## config.mk

```make
export PLATFORM = sky130hd
export DESIGN_NAME = mem_arbiter
export DESIGN_NICKNAME = d
export VERILOG_FILES = /design/src/rtl/mem_arbiter.sv
export SDC_FILE = /design/constraint.sdc
export NUM_CORES = 1
export LEC_CHECK = 0
export ABC_AREA = 0
export CAP_MARGIN = 0
export CORE_AREA = 2 2 184 186
export DETAILED_ROUTE_END_ITERATION = 16
export DIE_AREA = 0 0 186 188
export SLEW_MARGIN = 5
export SYNTH_ARGS = -nofsm -noshare
export SYNTH_HDL_FRONTEND = slang
export SYNTH_SLANG_ARGS = --single-unit
```

## constraint.sdc

```tcl
create_clock -name clk -period 3.2 [get_ports clk]
set_input_delay 0.48 -clock clk [delete_from_list [all_inputs] [get_ports clk]]
set_output_delay 0.48 -clock clk [all_outputs]
set_load 0.02 [all_outputs]
```

## src/rtl/mem_arbiter.sv

```systemverilog
// rtl/mem_arbiter.sv - two-client memory arbiter with in-order response routing (option: MEM_ARBITER_FIXED_PRIO_EN)
module mem_arbiter #(
   parameter int p_addr_bits   = 32,
   parameter int p_data_bits   = 32,
   parameter int p_opaq_bits   = 8,
   parameter int p_route_depth = 4
) (
   input  logic                               clk,
   input  logic                               rst,

   input  logic                               cli0_req_val,
   output logic                               cli0_req_rdy,
   input  logic [2:0]                         cli0_req_op,
   input  logic [p_opaq_bits-1:0]             cli0_req_opaque,
   input  logic [p_addr_bits-1:0]             cli0_req_addr,
   input  logic [$clog2(p_data_bits/8)-1:0]   cli0_req_len,
   input  logic [p_data_bits-1:0]             cli0_req_data,
   output logic                               cli0_resp_val,
   input  logic                               cli0_resp_rdy,
   output logic [2:0]                         cli0_resp_op,
   output logic [p_opaq_bits-1:0]             cli0_resp_opaque,
   output logic [p_addr_bits-1:0]             cli0_resp_addr,
   output logic [$clog2(p_data_bits/8)-1:0]   cli0_resp_len,
   output logic [p_data_bits-1:0]             cli0_resp_data,

   input  logic                               cli1_req_val,
   output logic                               cli1_req_rdy,
   input  logic [2:0]                         cli1_req_op,
   input  logic [p_opaq_bits-1:0]             cli1_req_opaque,
   input  logic [p_addr_bits-1:0]             cli1_req_addr,
   input  logic [$clog2(p_data_bits/8)-1:0]   cli1_req_len,
   input  logic [p_data_bits-1:0]             cli1_req_data,
   output logic                               cli1_resp_val,
   input  logic                               cli1_resp_rdy,
   output logic [2:0]                         cli1_resp_op,
   output logic [p_opaq_bits-1:0]             cli1_resp_opaque,
   output logic [p_addr_bits-1:0]             cli1_resp_addr,
   output logic [$clog2(p_data_bits/8)-1:0]   cli1_resp_len,
   output logic [p_data_bits-1:0]             cli1_resp_data,

   output logic                               mem_req_val,
   input  logic                               mem_req_rdy,
   output logic [2:0]                         mem_req_op,
   output logic [p_opaq_bits-1:0]             mem_req_opaque,
   output logic [p_addr_bits-1:0]             mem_req_addr,
   output logic [$clog2(p_data_bits/8)-1:0]   mem_req_len,
   output logic [p_data_bits-1:0]             mem_req_data,
   input  logic                               mem_resp_val,
   output logic                               mem_resp_rdy,
   input  logic [2:0]                         mem_resp_op,
   input  logic [p_opaq_bits-1:0]             mem_resp_opaque,
   input  logic [p_addr_bits-1:0]             mem_resp_addr,
   input  logic [$clog2(p_data_bits/8)-1:0]   mem_resp_len,
   input  logic [p_data_bits-1:0]             mem_resp_data
);

   localparam int PTR_BITS = $clog2(p_route_depth);
   localparam int CNT_BITS = PTR_BITS + 1;

   logic                route_id [p_route_depth];
   logic [PTR_BITS-1:0] wr_ptr;
   logic [PTR_BITS-1:0] rd_ptr;
   logic [CNT_BITS-1:0] count;
   logic                prio;
   logic                grant;
   logic                full;
   logic                empty;
   logic                head;
   logic                push;
   logic                pop;

   assign full  = (count == CNT_BITS'(p_route_depth));
   assign empty = (count == '0);
   assign head  = route_id[rd_ptr];

   // Grant depends only on the valids so req_rdy never feeds back into itself.
   assign grant = cli1_req_val & (~cli0_req_val | prio);

   assign mem_req_val    = (cli0_req_val | cli1_req_val) & ~full;
   assign cli0_req_rdy   = ~grant & mem_req_rdy & ~full;
   assign cli1_req_rdy   =  grant & mem_req_rdy & ~full;
   assign mem_req_op     = grant ? cli1_req_op     : cli0_req_op;
   assign mem_req_opaque = grant ? cli1_req_opaque : cli0_req_opaque;
   assign mem_req_addr   = grant ? cli1_req_addr   : cli0_req_addr;
   assign mem_req_len    = grant ? cli1_req_len    : cli0_req_len;
   assign mem_req_data   = grant ? cli1_req_data   : cli0_req_data;

   assign push = mem_req_val & mem_req_rdy;
   assign pop  = mem_resp_val & mem_resp_rdy;

   // An empty FIFO means no owner for a response, so it is held off rather than dropped.
   assign mem_resp_rdy  = ~empty & (head ? cli1_resp_rdy : cli0_resp_rdy);
   assign cli0_resp_val = mem_resp_val & ~empty & ~head;
   assign cli1_resp_val = mem_resp_val & ~empty &  head;

   assign cli0_resp_op     = mem_resp_op;
   assign cli0_resp_opaque = mem_resp_opaque;
   assign cli0_resp_addr   = mem_resp_addr;
   assign cli0_resp_len    = mem_resp_len;
   assign cli0_resp_data   = mem_resp_data;
   assign cli1_resp_op     = mem_resp_op;
   assign cli1_resp_opaque = mem_resp_opaque;
   assign cli1_resp_addr   = mem_resp_addr;
   assign cli1_resp_len    = mem_resp_len;
   assign cli1_resp_data   = mem_resp_data;

   always_ff @(posedge clk) begin
      if (rst) begin
         wr_ptr <= '0;
         rd_ptr <= '0;
         count  <= '0;
      end else begin
         if (push) wr_ptr <= wr_ptr + PTR_BITS'(1);
         if (pop)  rd_ptr <= rd_ptr + PTR_BITS'(1);
         count <= count + CNT_BITS'(push) - CNT_BITS'(pop);
      end
   end

   always_ff @(posedge clk) begin
      if (push) route_id[wr_ptr] <= grant;
   end

`ifdef MEM_ARBITER_FIXED_PRIO_EN
   assign prio = 1'b1;
`else
   always_ff @(posedge clk) begin
      if (rst)       prio <= 1'b0;
      else if (push) prio <= ~grant;
   end
`endif

endmodule
```

==> flow_metrics.env <==
export IMPL_drive_gt1_frac=0.06983
export IMPL_ys_seq_elements=14
export IMPL_rrSetupSlack_ns=0.66
export IMPL_n_antenna_cell=0
export IMPL_start_util=0.08434
export IMPL_die_area_mm2=0.03497
export IMPL_wl_um=11660
export IMPL_hold_violations=0
export IMPL_ant_nets=0
export IMPL_rr_startpoint="route_id[3]"
export IMPL_min_period_ns=3.028
export IMPL_dp_hpwl_um=10410
export IMPL_first_iter_violations=58
export IMPL_cp_arrival_ns=2.55
export IMPL_cts_setup_buffers=0
export IMPL_post_drt_wl_per_cell_um=13.73
export IMPL_max_cap_viol_count=0
export IMPL_status="completed"
export IMPL_final_common_cell="clkdlybuf4s50_1"
export IMPL_cts_tree="yes"
export IMPL_reg2reg_to="count[2]"
export IMPL_io_pins=476
export IMPL_required_ns=2.72
export IMPL_h_tree_depth=1
export IMPL_synth_avg_cell_area_um2=9.067
export IMPL_firstDrtPassIters=4
export IMPL_crit_path_max_fanout=22
export IMPL_min_path_cells=2
export IMPL_p_per_area_mw_per_mm2=296.9
export IMPL_start_kind="input port"
export IMPL_vias=2288
export IMPL_rsz0062_at_grt="no"
export IMPL_syn2layout_area_growth_pct=70.74
export IMPL_reg2reg_depth=9
export IMPL_cts_buffer_depth=2
export IMPL_netlist_cell_type_count=29
export IMPL_synth_warnings=0
export IMPL_synthesis_nets=554
export IMPL_holdPathEnd="wr_ptr[1]"
export IMPL_rows=67
export IMPL_avgViaCountPerCell=2.695
export IMPL_clk_transition_reported_paths_ns=0.05
export IMPL_place_congestion=0.7461
export IMPL_core_area_mm2=0.03311
export IMPL_syn_inst=308
export IMPL_muxShareOfSynthArea=0.3306
export IMPL_nFillCells=3747
export IMPL_drc=0
export IMPL_fin_skew_ns=0.004001
export IMPL_synthesis_area_mm2=0.002793
export IMPL_peakVddDrop_mv=0.1282
export IMPL_clk_latency_ns=0.24
export IMPL_synth_simple_area_share=0.04167
export IMPL_setup_viol=0
export IMPL_fin_nets=648
export IMPL_die_h_um=188
export IMPL_synth_compound_area_frac=0.02509
export IMPL_grt_pass1_wl_um=15250
export IMPL_postCtsResizedCells=0
export IMPL_tightest_slew_ns=0.4216
export IMPL_slew_violations=0
export IMPL_synth_xor_area_share=0.01254
export IMPL_max_slew_margin=0.7181
export IMPL_fin_area_mm2=0.004768
export IMPL_synth_seq_area_share=0.1147
export IMPL_final_cell_mix="clkdlybuf4s50_1 (234), mux2_1 (77), buf_4 (14)"
export IMPL_port_buffers=244
export IMPL_cts_buffers=3
export IMPL_synth_fa_ha_area_frac=0.03405
export IMPL_synth_top_family_by_area="buffers and inverters"
export IMPL_grt_pass1_vias=2357
export IMPL_finalCritPeriodShare=0.9463
export IMPL_grt_remaining_overflow=0
export IMPL_dpl_cell_area_mm2=0.004690
export IMPL_endpoint_kind="primary output"
export IMPL_critPathKind="in2out"
export IMPL_fin_setup_tns_ns=0
export IMPL_antenna_found_initial=1
export IMPL_cts_sinks=14
export IMPL_leakage_nw=1.671
export IMPL_cts_hold_buf=0
export IMPL_hp_start="wr_ptr[1]"
export IMPL_grt_max_degree=23
export IMPL_clock_root_buffer="clkbuf_16"
export IMPL_dieWidth_um=186
export IMPL_hold_class="reg2reg"
export IMPL_clock_fmax_ghz=0.3302
export IMPL_track_usage=0.06050
-- worst max-delay path, cell delays in order --
cell and delay, ns:
clkdlybuf4s50_1 0.53, inv_2 0.06, o21ai_4 0.15, buf_12 0.19, buf_12 0.20, mux2_1 0.36, clkdlybuf4s50_1 0.55
-- power by group --
part	total, W	switching (W)	internal, W
clock network	0.000238	0.0000699	0.000168
registers	0.000255	0.0000353	0.000220
logic	0.000923	0.000393	0.000530
total	0.00142	0.000498	0.000918
-- logic make-up after synthesis --
logic type                 count (synthesis)
xor gates and xnor gates                   4
and+or+nand+nor                           22
AOI/OAI and AO/OA                          9
muxes                                     81
buffers and inverters                    171
adders and majority gates                  7
DFF                                       14
-- cell usage after synthesis (all sizes together) --
cell	number	area, µm²
nor2b	3	18.77
o21ai	1	5.000
a31o	1	8.760
nor3	1	5.000
a41o	1	10.01
mux2	77	867.1
a31oi	1	6.260
fa	1	20.02
o21a	1	7.510
buf	162	1199
and2	4	25.02
inv	8	30.03
and3	2	12.51
edfxtp	4	120.1
ha	6	75.07
mux4	1	22.52
or3b	1	8.760
o211a	1	10.01
dfxtp	10	200.2
clkbuf	1	3.750
nand2b	2	12.51
xnor2	4	35.03
a21oi	1	5.000
nor2	9	33.78
mux2i	3	33.78
o311ai	2	17.52
-- per-layer routing --
layer / track usage / vias to the layer above / wire length (µm)
li1: - / 1057 / -
met1: 0.07176 / 1001 / 4838
met2: 0.09637 / 186 / 5119
met3: 0.02389 / 44 / 1309
met4: 0.02544 / 0 / 388
met5: 0 / - / 0
-- metrics by stage --
step           power [W]  worst slack (ns)    util  std cells  hold slack, ns
5_1_grt         0.001503            0.1016  0.1440        849          0.6099
4_1_cts         0.001436            0.1725  0.1440        849          0.5733
2_1_floorplan  0.0009541            0.8022       -        308          0.4739
6_report        0.001416            0.1719  0.1440        849          0.5594
3_5_place_dp    0.001189            0.1756  0.1416        845          0.5644
3_3_place_gp    0.001180            0.1857  0.1416        845          0.5379
-- layout make-up --
cell class	instances	area, µm²	share of cell area
repair buffers	252	2527	0.5300
well taps	448	560.5	0.1176
clock buffers	4	78.83	0.01653
flip-flops and latches	14	320.3	0.06717
inverters	8	30.03	0.006298
multi-input cells	123	1251	0.2624
-- worst max-delay path by stage --
| stage | start | to | slack, ns | cells after the start |
|---|---|---|---|---|
| 2_1_floorplan | flip-flop | count[2] | 0.80 | 9 |
| 3_3_place_gp | cli0_req_val | mem_req_op[1] | 0.19 | 7 |
| 3_5_place_dp | cli0_req_val | mem_req_opaque[5] | 0.18 | 7 |
| 4_1_cts | cli0_req_val | mem_req_opaque[5] | 0.17 | 7 |
| 5_1_grt | cli0_req_val | mem_req_addr[7] | 0.10 | 7 |
| 6_report | cli0_req_val | mem_req_opaque[5] | 0.17 | 7 |
Power figures use the tool's default switching activity.
